## src/rtl/vend_pkg.sv

```systemverilog
// rtl/vend_pkg.sv - shared state encodings and default sizes for the vending sequencer
package vend_pkg;

    typedef enum logic [1:0] {
        ST_IDLE   = 2'b00,
        ST_PAY    = 2'b01,
        ST_VEND   = 2'b10,
        ST_RETURN = 2'b11
    } state_t;

    localparam int DEF_NUM_ITEMS = 8;
    localparam int DEF_STOCK_W   = 4;
    localparam int SEL_W         = 4;
    localparam int VCNT_W        = 16;

endpackage

```

## src/rtl/vend_if.sv

```systemverilog
// rtl/vend_if.sv - keypad/inventory/payment signal bundle around the sequencer
interface vend_if
    import vend_pkg::*;
#(
    parameter int NUM_ITEMS = DEF_NUM_ITEMS,
    parameter int STOCK_W   = DEF_STOCK_W
);
    logic                         select_valid;
    logic [SEL_W-1:0]             select_index;
    logic [NUM_ITEMS*STOCK_W-1:0] stock_count;
    logic                         coin_event;
    logic                         enough_money;
    logic                         cancel_btn;
    logic                         dispense_done;
    logic                         change_done;
    logic [1:0]                   state;
    logic [SEL_W-1:0]             cur_index;
    logic                         dispense_req;
    logic                         cancel_req;
    logic                         sold_out;
    logic                         fault;
    logic [VCNT_W-1:0]            vend_count;

    modport slave (
        input  select_valid, select_index, stock_count, coin_event, enough_money,
               cancel_btn, dispense_done, change_done,
        output state, cur_index, dispense_req, cancel_req, sold_out, fault, vend_count
    );

    modport master (
        output select_valid, select_index, stock_count, coin_event, enough_money,
               cancel_btn, dispense_done, change_done,
        input  state, cur_index, dispense_req, cancel_req, sold_out, fault, vend_count
    );
endinterface

```

## src/rtl/vend_timer.sv

```systemverilog
// rtl/vend_timer.sv - loadable down-counter that holds at zero, shared by PAY and VEND
module vend_timer #(
    parameter int TMR_W = 10
) (
    input  logic             clk,
    input  logic             rst,
    input  logic             i_load,
    input  logic [TMR_W-1:0] i_load_val,
    input  logic             i_dec,
    output logic [TMR_W-1:0] o_count,
    output logic             o_zero
);
    logic [TMR_W-1:0] r_count;

    always_ff @(posedge clk or negedge rst) begin
        if (!rst) begin
            r_count <= '0;
        end else if (i_load) begin
            r_count <= i_load_val;
        end else if (i_dec && (r_count != '0)) begin
            r_count <= r_count - 1'b1;
        end
    end

    assign o_count = r_count;
    assign o_zero  = (r_count == '0);
endmodule

```

## src/rtl/vend_sequencer.sv

```systemverilog
// rtl/vend_sequencer.sv - selection, payment, dispense and change-return transaction controller
module vend_sequencer
    import vend_pkg::*;
#(
    parameter int NUM_ITEMS    = DEF_NUM_ITEMS,
    parameter int STOCK_W      = DEF_STOCK_W,
    parameter int PAY_TIMEOUT  = 1000,
    parameter int DISP_TIMEOUT = 200,
    parameter int TMR_W        = 10
) (
    input  logic  clk,
    input  logic  rst,
    vend_if.slave bus
);
    state_t            r_state, w_state_nxt;
    logic [SEL_W-1:0]  r_cur_index, w_cur_nxt;
    logic              r_dispense_req, w_disp_nxt;
    logic              r_cancel_req, w_cancel_nxt;
    logic              r_sold_out, w_sold_nxt;
    logic              r_fault, w_fault_nxt;
    logic [VCNT_W-1:0] r_vend_count, w_vcnt_nxt;

    logic              w_stock_ok;
    logic              w_tmr_load, w_tmr_dec, w_tmr_zero, w_expire;
    logic [TMR_W-1:0]  w_tmr_val, w_tmr_count;

    vend_timer #(.TMR_W(TMR_W)) u_timer (
        .clk        (clk),
        .rst        (rst),
        .i_load     (w_tmr_load),
        .i_load_val (w_tmr_val),
        .i_dec      (w_tmr_dec),
        .o_count    (w_tmr_count),
        .o_zero     (w_tmr_zero)
    );

    // Out-of-range indices never match any item, so they fall out as sold-out.
    always_comb begin
        w_stock_ok = 1'b0;
        for (int i = 0; i < NUM_ITEMS; i++) begin
            if ((bus.select_index == SEL_W'(i)) &&
                (bus.stock_count[i*STOCK_W +: STOCK_W] != '0)) begin
                w_stock_ok = 1'b1;
            end
        end
    end

    // Expire on the edge that would bring the timer to zero.
    assign w_expire = w_tmr_zero || (w_tmr_count == TMR_W'(1));

    always_comb begin
        w_state_nxt  = r_state;
        w_cur_nxt    = r_cur_index;
        w_disp_nxt   = r_dispense_req;
        w_cancel_nxt = r_cancel_req;
        w_sold_nxt   = 1'b0;
        w_fault_nxt  = r_fault;
        w_vcnt_nxt   = r_vend_count;
        w_tmr_load   = 1'b0;
        w_tmr_val    = '0;
        w_tmr_dec    = 1'b0;
        case (r_state)
            ST_IDLE: begin
                if (bus.select_valid) begin
                    if (w_stock_ok) begin
                        w_cur_nxt   = bus.select_index;
                        w_tmr_load  = 1'b1;
                        w_tmr_val   = TMR_W'(PAY_TIMEOUT);
                        w_state_nxt = ST_PAY;
                    end else begin
                        w_sold_nxt = 1'b1;
                    end
                end
            end
            ST_PAY: begin
                w_tmr_dec = 1'b1;
                if (bus.enough_money) begin
                    w_state_nxt = ST_VEND;
                    w_disp_nxt  = 1'b1;
                    w_tmr_load  = 1'b1;
                    w_tmr_val   = TMR_W'(DISP_TIMEOUT);
                end else if (bus.cancel_btn) begin
                    w_state_nxt  = ST_RETURN;
                    w_cancel_nxt = 1'b1;
                end else if (bus.coin_event) begin
                    w_tmr_load = 1'b1;
                    w_tmr_val  = TMR_W'(PAY_TIMEOUT);
                end else if (w_expire) begin
                    w_state_nxt  = ST_RETURN;
                    w_cancel_nxt = 1'b1;
                end
            end
            ST_VEND: begin
                w_tmr_dec = 1'b1;
                if (bus.dispense_done) begin
                    w_disp_nxt   = 1'b0;
                    w_cancel_nxt = 1'b1;
                    w_state_nxt  = ST_RETURN;
                    if (r_vend_count != {VCNT_W{1'b1}}) begin
                        w_vcnt_nxt = r_vend_count + 1'b1;
                    end
                end else if (w_expire) begin
                    w_fault_nxt  = 1'b1;
                    w_disp_nxt   = 1'b0;
                    w_cancel_nxt = 1'b1;
                    w_state_nxt  = ST_RETURN;
                end
            end
            ST_RETURN: begin
                if (r_cancel_req) begin
                    if (bus.change_done) begin
                        w_cancel_nxt = 1'b0;
                    end
                end else if (!bus.change_done) begin
                    w_state_nxt = ST_IDLE;
                end
            end
            default: w_state_nxt = ST_IDLE;
        endcase
    end

    always_ff @(posedge clk or negedge rst) begin
        if (!rst) begin
            r_state        <= ST_IDLE;
            r_cur_index    <= '0;
            r_dispense_req <= 1'b0;
            r_cancel_req   <= 1'b0;
            r_sold_out     <= 1'b0;
            r_fault        <= 1'b0;
            r_vend_count   <= '0;
        end else begin
            r_state        <= w_state_nxt;
            r_cur_index    <= w_cur_nxt;
            r_dispense_req <= w_disp_nxt;
            r_cancel_req   <= w_cancel_nxt;
            r_sold_out     <= w_sold_nxt;
            r_fault        <= w_fault_nxt;
            r_vend_count   <= w_vcnt_nxt;
        end
    end

    assign bus.state        = r_state;
    assign bus.cur_index    = r_cur_index;
    assign bus.dispense_req = r_dispense_req;
    assign bus.cancel_req   = r_cancel_req;
    assign bus.sold_out     = r_sold_out;
    assign bus.fault        = r_fault;
    assign bus.vend_count   = r_vend_count;
endmodule

```

## src/flat_wrapper.sv

```systemverilog
// flat-port wrapper written by rule: the top's interface ports become plain ports
module vend_sequencer_flat import vend_pkg::*;
#(
    parameter int NUM_ITEMS    = DEF_NUM_ITEMS,
    parameter int STOCK_W      = DEF_STOCK_W,
    parameter int PAY_TIMEOUT  = 1000,
    parameter int DISP_TIMEOUT = 200,
    parameter int TMR_W        = 10
)
  (clk, rst, bus_select_valid, bus_select_index, bus_stock_count, bus_coin_event, bus_enough_money, bus_cancel_btn, bus_dispense_done, bus_change_done, bus_state, bus_cur_index, bus_dispense_req, bus_cancel_req, bus_sold_out, bus_fault, bus_vend_count);
  vend_if #(.NUM_ITEMS(NUM_ITEMS), .STOCK_W(STOCK_W)) bus_i ();
  input  logic clk;
  input  logic rst;
  input wire logic [$bits(bus_i.select_valid)-1:0] bus_select_valid;
  input wire logic [$bits(bus_i.select_index)-1:0] bus_select_index;
  input wire logic [$bits(bus_i.stock_count)-1:0] bus_stock_count;
  input wire logic [$bits(bus_i.coin_event)-1:0] bus_coin_event;
  input wire logic [$bits(bus_i.enough_money)-1:0] bus_enough_money;
  input wire logic [$bits(bus_i.cancel_btn)-1:0] bus_cancel_btn;
  input wire logic [$bits(bus_i.dispense_done)-1:0] bus_dispense_done;
  input wire logic [$bits(bus_i.change_done)-1:0] bus_change_done;
  output wire logic [$bits(bus_i.state)-1:0] bus_state;
  output wire logic [$bits(bus_i.cur_index)-1:0] bus_cur_index;
  output wire logic [$bits(bus_i.dispense_req)-1:0] bus_dispense_req;
  output wire logic [$bits(bus_i.cancel_req)-1:0] bus_cancel_req;
  output wire logic [$bits(bus_i.sold_out)-1:0] bus_sold_out;
  output wire logic [$bits(bus_i.fault)-1:0] bus_fault;
  output wire logic [$bits(bus_i.vend_count)-1:0] bus_vend_count;
  assign bus_i.select_valid = bus_select_valid;
  assign bus_i.select_index = bus_select_index;
  assign bus_i.stock_count = bus_stock_count;
  assign bus_i.coin_event = bus_coin_event;
  assign bus_i.enough_money = bus_enough_money;
  assign bus_i.cancel_btn = bus_cancel_btn;
  assign bus_i.dispense_done = bus_dispense_done;
  assign bus_i.change_done = bus_change_done;
  assign bus_state = bus_i.state;
  assign bus_cur_index = bus_i.cur_index;
  assign bus_dispense_req = bus_i.dispense_req;
  assign bus_cancel_req = bus_i.cancel_req;
  assign bus_sold_out = bus_i.sold_out;
  assign bus_fault = bus_i.fault;
  assign bus_vend_count = bus_i.vend_count;
  vend_sequencer #(.NUM_ITEMS(NUM_ITEMS), .STOCK_W(STOCK_W), .PAY_TIMEOUT(PAY_TIMEOUT), .DISP_TIMEOUT(DISP_TIMEOUT), .TMR_W(TMR_W)) u_core (.clk(clk), .rst(rst), .bus(bus_i));
endmodule
```

## config.mk

```make
export PLATFORM = sky130hd
export DESIGN_NAME = vend_sequencer_flat
export DESIGN_NICKNAME = d
export VERILOG_FILES = /design/src/rtl/vend_pkg.sv /design/src/rtl/vend_if.sv /design/src/rtl/vend_timer.sv /design/src/rtl/vend_sequencer.sv /design/src/flat_wrapper.sv
export SDC_FILE = /design/constraint.sdc
export NUM_CORES = 1
export LEC_CHECK = 0
export BUFFER_PORTS_ARGS = -buffer_cell sky130_fd_sc_hd__buf_2
export CORE_MARGIN = 3
export CORE_UTILIZATION = 28
export CTS_CLUSTER_DIAMETER = 200
export DETAILED_ROUTE_END_ITERATION = 6
export GPL_ROUTABILITY_DRIVEN = 0
export PLACE_DENSITY = 0.46
export SYNTH_ARGS = -nofsm -noshare
export SYNTH_HDL_FRONTEND = slang
export SYNTH_SLANG_ARGS = --single-unit
```

## constraint.sdc

```tcl
create_clock -name clk -period 4.5 [get_ports clk]
set_clock_uncertainty 0.05 [all_clocks]
set_input_delay 0.225 -clock clk [delete_from_list [all_inputs] [get_ports clk]]
set_output_delay 0.225 -clock clk [all_outputs]
set_load 0.01 [all_outputs]
```

After elaboration in Yosys (flattened, before gate mapping). Cells that the tools add are included.

Input bits: 44. Register bits: 36.

Bitwise gates (word level): 1. Add/sub/neg operators: 2. Multiplexer cells: 48. Eq/ne operators: 21. Reduce and logical (&&, ||, !) cells: 32.

Operators with widths (number): $mux W10 (7); $reduce_bool A4 Y1 (8); $mux W1 (27); $pmux W10 S2 (1); $mux W2 (9); $add A16 B1 Y16 const B (1); $eq A4 B3 Y1 const B (4); $ne A16 B16 Y1 const B (1); $reduce_and A3 Y1 (5); $eq A10 B1 Y1 const B (1); $logic_not A10 Y1 (1); $ne A2 B2 Y1 const B (5); $reduce_bool A10 Y1 (1); $sub A10 B1 Y10 const B (1); $logic_and A1 B1 Y1 (9); $eq A4 B2 Y1 const B (2); $pmux W2 S4 (1); $reduce_and A5 Y1 (1); $eq A2 B2 Y1 const B (2); $eq A4 B1 Y1 const B (1); $logic_not A4 Y1 (1); $ne A4 B4 Y1 const B (1); $pmux W1 S2 (2); $reduce_bool A2 Y1 (2); 10 further kinds (10).

Longest topological paths before layout.
Depth in word-level cells: 14. Mapped depth: 8. Gate-level depth less buffers: 7.

Cells and area by module. From an unflattened synthesis, not the netlist that was laid out.

Cell total of the unflattened synthesis: 219. Area total of the unflattened synthesis: 2152.1 µm².

By module, submodules not included: vend_sequencer (sequential area each 650.6 µm², times used 1, area each 1530.2 µm², cells an instance 152); vend_timer (sequential area each 250.2 µm², times used 1, area each 621.8 µm², cells an instance 67).

Worst setup path before layout. No wires, ideal clock.

Path type: flip-flop to flip-flop. From: reg u_core.r_state[0], in the netlist u_core.bus.state[0]. To: reg u_core.r_vend_count[9], in the netlist u_core.bus.vend_count[9]. Path buffers: 0. Required time: 4.324 ns. Arrival time: 1.832 ns. Slack: 2.492 ns. Cell stages (with the launch flop): 7. Library setup time: 0.126 ns. Cell sequence: dfrtp_1 inv_1 ha_1 nand2_1 nor4_1 nand4_1 xnor2_1.

Cells in the longest elaborated chain, start to end: 2.

Ends and longest elaborated chain: start, declared (RTL line vend_sequencer.sv:15) `state_t r_state, w_state_nxt;`; start signal, assigned (RTL line vend_sequencer.sv:132) `r_state <= w_state_nxt;`; $eq A2 B2 Y1 (RTL line vend_sequencer.sv:62) `case (r_state)`; $reduce_and A3 Y1 (no line); end signal, assigned (RTL line vend_sequencer.sv:138) `r_vend_count <= w_vcnt_nxt;`; end, declared (RTL line vend_sequencer.sv:21) `logic [VCNT_W-1:0] r_vend_count, w_vcnt_nxt;`.

Every way passes these cells. A chain may end at the register's enable or synchronous reset.

Worst setup path in the final report. Ends and elaborated chain as after synthesis.

==> metrics <==
status finished with violations; failing checks hold timing; starting density of the core 0.2964; total of max-cap violations 0; final setup vio count 0; actual slew at the worst max-slew pin 0.9927 ns; Fin Setup TNS 0 ns; Die W 91.97 um; Max Freq 416.3 MHz; Net Count, Synth 262; share of the clock period used by the worst path 0.5337; Yosys reg bits 36; nets 335; vias in the first global route 1828; Routed WL per cell 13.58 um; Crit path max-delay family simple AND/OR/NAND/NOR gates; Synth top area share 0.4353; Core Area 6982 sq um; crit path DAT 2.53 ns; Worst VDD drop 0.0002013 V; Final Hold Fails 36; Synth Cell Area 2069 sq um; worst-path fanout max 6; slowest stage delay, CP 0.86 ns; n_diodes 0; Synthesis Warnings 0; TritonCTS clock tree yes; largest net degree at the start of global routing 37; worst-path cell chain inv_1, ha_1, nand2_1, nor4_1, nand4_1, xnor2_1; # fillers 746; Die Span Y 91.97 um; Post-route DRC 0; CP max stage cell nor4_1; power per cell area 488.0 nW/um^2; max_slew headroom 0.3292; GRT Residual Overflow 0; Post-CTS Setup Bufs 0; Worst-Skew Late Latency 0.29 ns; count leader, synth dfrtp_1; hold_buf cts 0; HP Class in -> async; post-synthesis sequential area ratio 0.4353; H-Tree Depth 2; Total Wirelength 5134 um; CTS resizes 0; Main synth FF type dfrtp_1; critical path class reg -> reg; initial antenna violation count 0; Pre-antenna DRT Iters 4; startpoint types flop; Total Routing Usage GR 0.1312; WP buf/inv 1; vias 1804; EDFF count, synth 0; share of layout cells above drive strength 1 0.3014; total power 1280 uW; clk slew on worst S/H paths 0.08 ns; post-synthesis async set-or-reset flop share 1.000; Post-DP HPWL 4025 um; gate count of the mapped netlist 208; Crit. End Element flop; IO Count 70; first-pass GRT wire length 8901 um; CTS Buffer Depth 2; number of vias per cell 4.772; # rows 30; CTS Buf Count 5; detailed router's first-iteration violation count 85; Die ar. 8458 sq um; port buffer count 69; area delta synth->final 26.78%; Leak 0.001229 uW; Critical Path RT 4.63 ns; Sink Count 36; Cell variety after synth 48; top cells by count, synth dfrtp_1, nand2_1, xnor2_1, nand3_1, nor2_1; Routed Antenna Nets 0; root cell of the clock tree clkbuf_8; synthesized area per cell 9.949 sq um; Yosys top cell by area dfrtp_1; Final Critical Period 2.402 ns; synth top area cells dfrtp_1, xnor2_1, ha_1; RSZ-0062 raised after global routing no; Hold Slack -0.03527 ns; max-slew violation count 0
==> final timing paths <==
kind,startpoint,end,slack (ns),depth (start not counted)
worst max-delay path,u_core.bus.state[0]$_DFFE_PN0P_,u_core.bus.vend_count[9]$_DFFE_PN0P_,2.10,6
worst min-delay path,rst,u_core.bus.cur_index[0]$_DFFE_PN0P_,-0.04,1
worst max register to register,u_core.bus.state[0]$_DFFE_PN0P_,u_core.bus.vend_count[9]$_DFFE_PN0P_,2.10,6
worst min register to register,u_core.bus.fault$_DFFE_PN0P_,u_core.bus.fault$_DFFE_PN0P_,0.42,1
max in group asynchronous,rst,u_core.bus.vend_count[10]$_DFFE_PN0P_,3.92,1
min in group clk,bus_select_index[0],u_core.bus.cur_index[0]$_DFFE_PN0P_,0.18,2
==> metrics by stage <==
step                cell area, sq um    util  std cells  worst slack, ns
floorplan                       2069       -        208            2.492
finish                          2624  0.3758        378            2.098
CTS                             2624  0.3758        378            2.052
global placement                2516  0.3604        370            2.185
global route                    2624  0.3758        378            1.801
detailed placement              2516  0.3604        370            2.067
==> sequential cells by signal (all words and copies together) (netlist names) <==
signal / cells
u_core.bus.dispense_req: 1
u_core.u_timer.o_count: 10
u_core.bus.cancel_req: 1
u_core.bus.state: 2
u_core.bus.cur_index: 4
u_core.bus.fault: 1
u_core.bus.vend_count: 16
u_core.bus.sold_out: 1
==> metal layers <==
metal,wire [um],vias up,global-route usage
li1,-,916,-
met3,263,5,0.03445
met1,2541,844,0.1785
met4,35,0,0.02970
met5,0,-,0
met2,2294,39,0.2092
==> power by group <==
group          switching (uW)  internal, uW
Sequential               85.8           408
Clock                     120           165
Combinational             271           231
==> cells by family after synthesis <==
family,after synthesis,share of synthesized area
simple gates,87,0.2298
compound gates,40,0.1385
flops,36,0.4353
xor+xnor,21,0.08887
buf+inv,10,0.02177
fa+ha+maj,10,0.06046
mux,4,0.02539
==> layout make-up <==
class,count,area (sq um),share of cell area
clock buffer,6,72.57,0.02766
clock inverter,2,35.03,0.01335
inverter,7,26.28,0.01001
multi-input combinational,162,1124,0.4282
sequential,36,900.9,0.3433
tap,96,120.1,0.04578
timing repair buffer,69,345.3,0.1316
==> layout by cell type (no fill, tap or decap), types with 2 or more instances in the layout <==
| master | synthesis | routed |
|---|---|---|
| nor2_1 | 12 | 12 |
| mux2_4 | 2 | 2 |
| xor2_1 | 5 | 5 |
| o22ai_1 | 5 | 5 |
| dfrtp_1 | 36 | 36 |
| nor3_1 | 10 | 10 |
| nor4_1 | 7 | 7 |
| o31ai_1 | 2 | 2 |
| buf_2 | 0 | 69 |
| xnor2_1 | 16 | 16 |
| a31oi_1 | 6 | 6 |
| or4_1 | 3 | 3 |
| and3_1 | 3 | 3 |
| nor2b_1 | 3 | 3 |
| clkbuf_8 | 0 | 5 |
| nand3_1 | 12 | 12 |
| o21ai_0 | 5 | 5 |
| nand2_1 | 16 | 16 |
| a311oi_1 | 2 | 2 |
| inv_1 | 7 | 7 |
| o21a_1 | 2 | 2 |
| nand2b_1 | 5 | 5 |
| ha_1 | 10 | 10 |
| nand4_1 | 6 | 6 |
| a21o_1 | 2 | 2 |
| a21oi_1 | 6 | 6 |
Note: power is estimated with default switching activity, not from simulation.
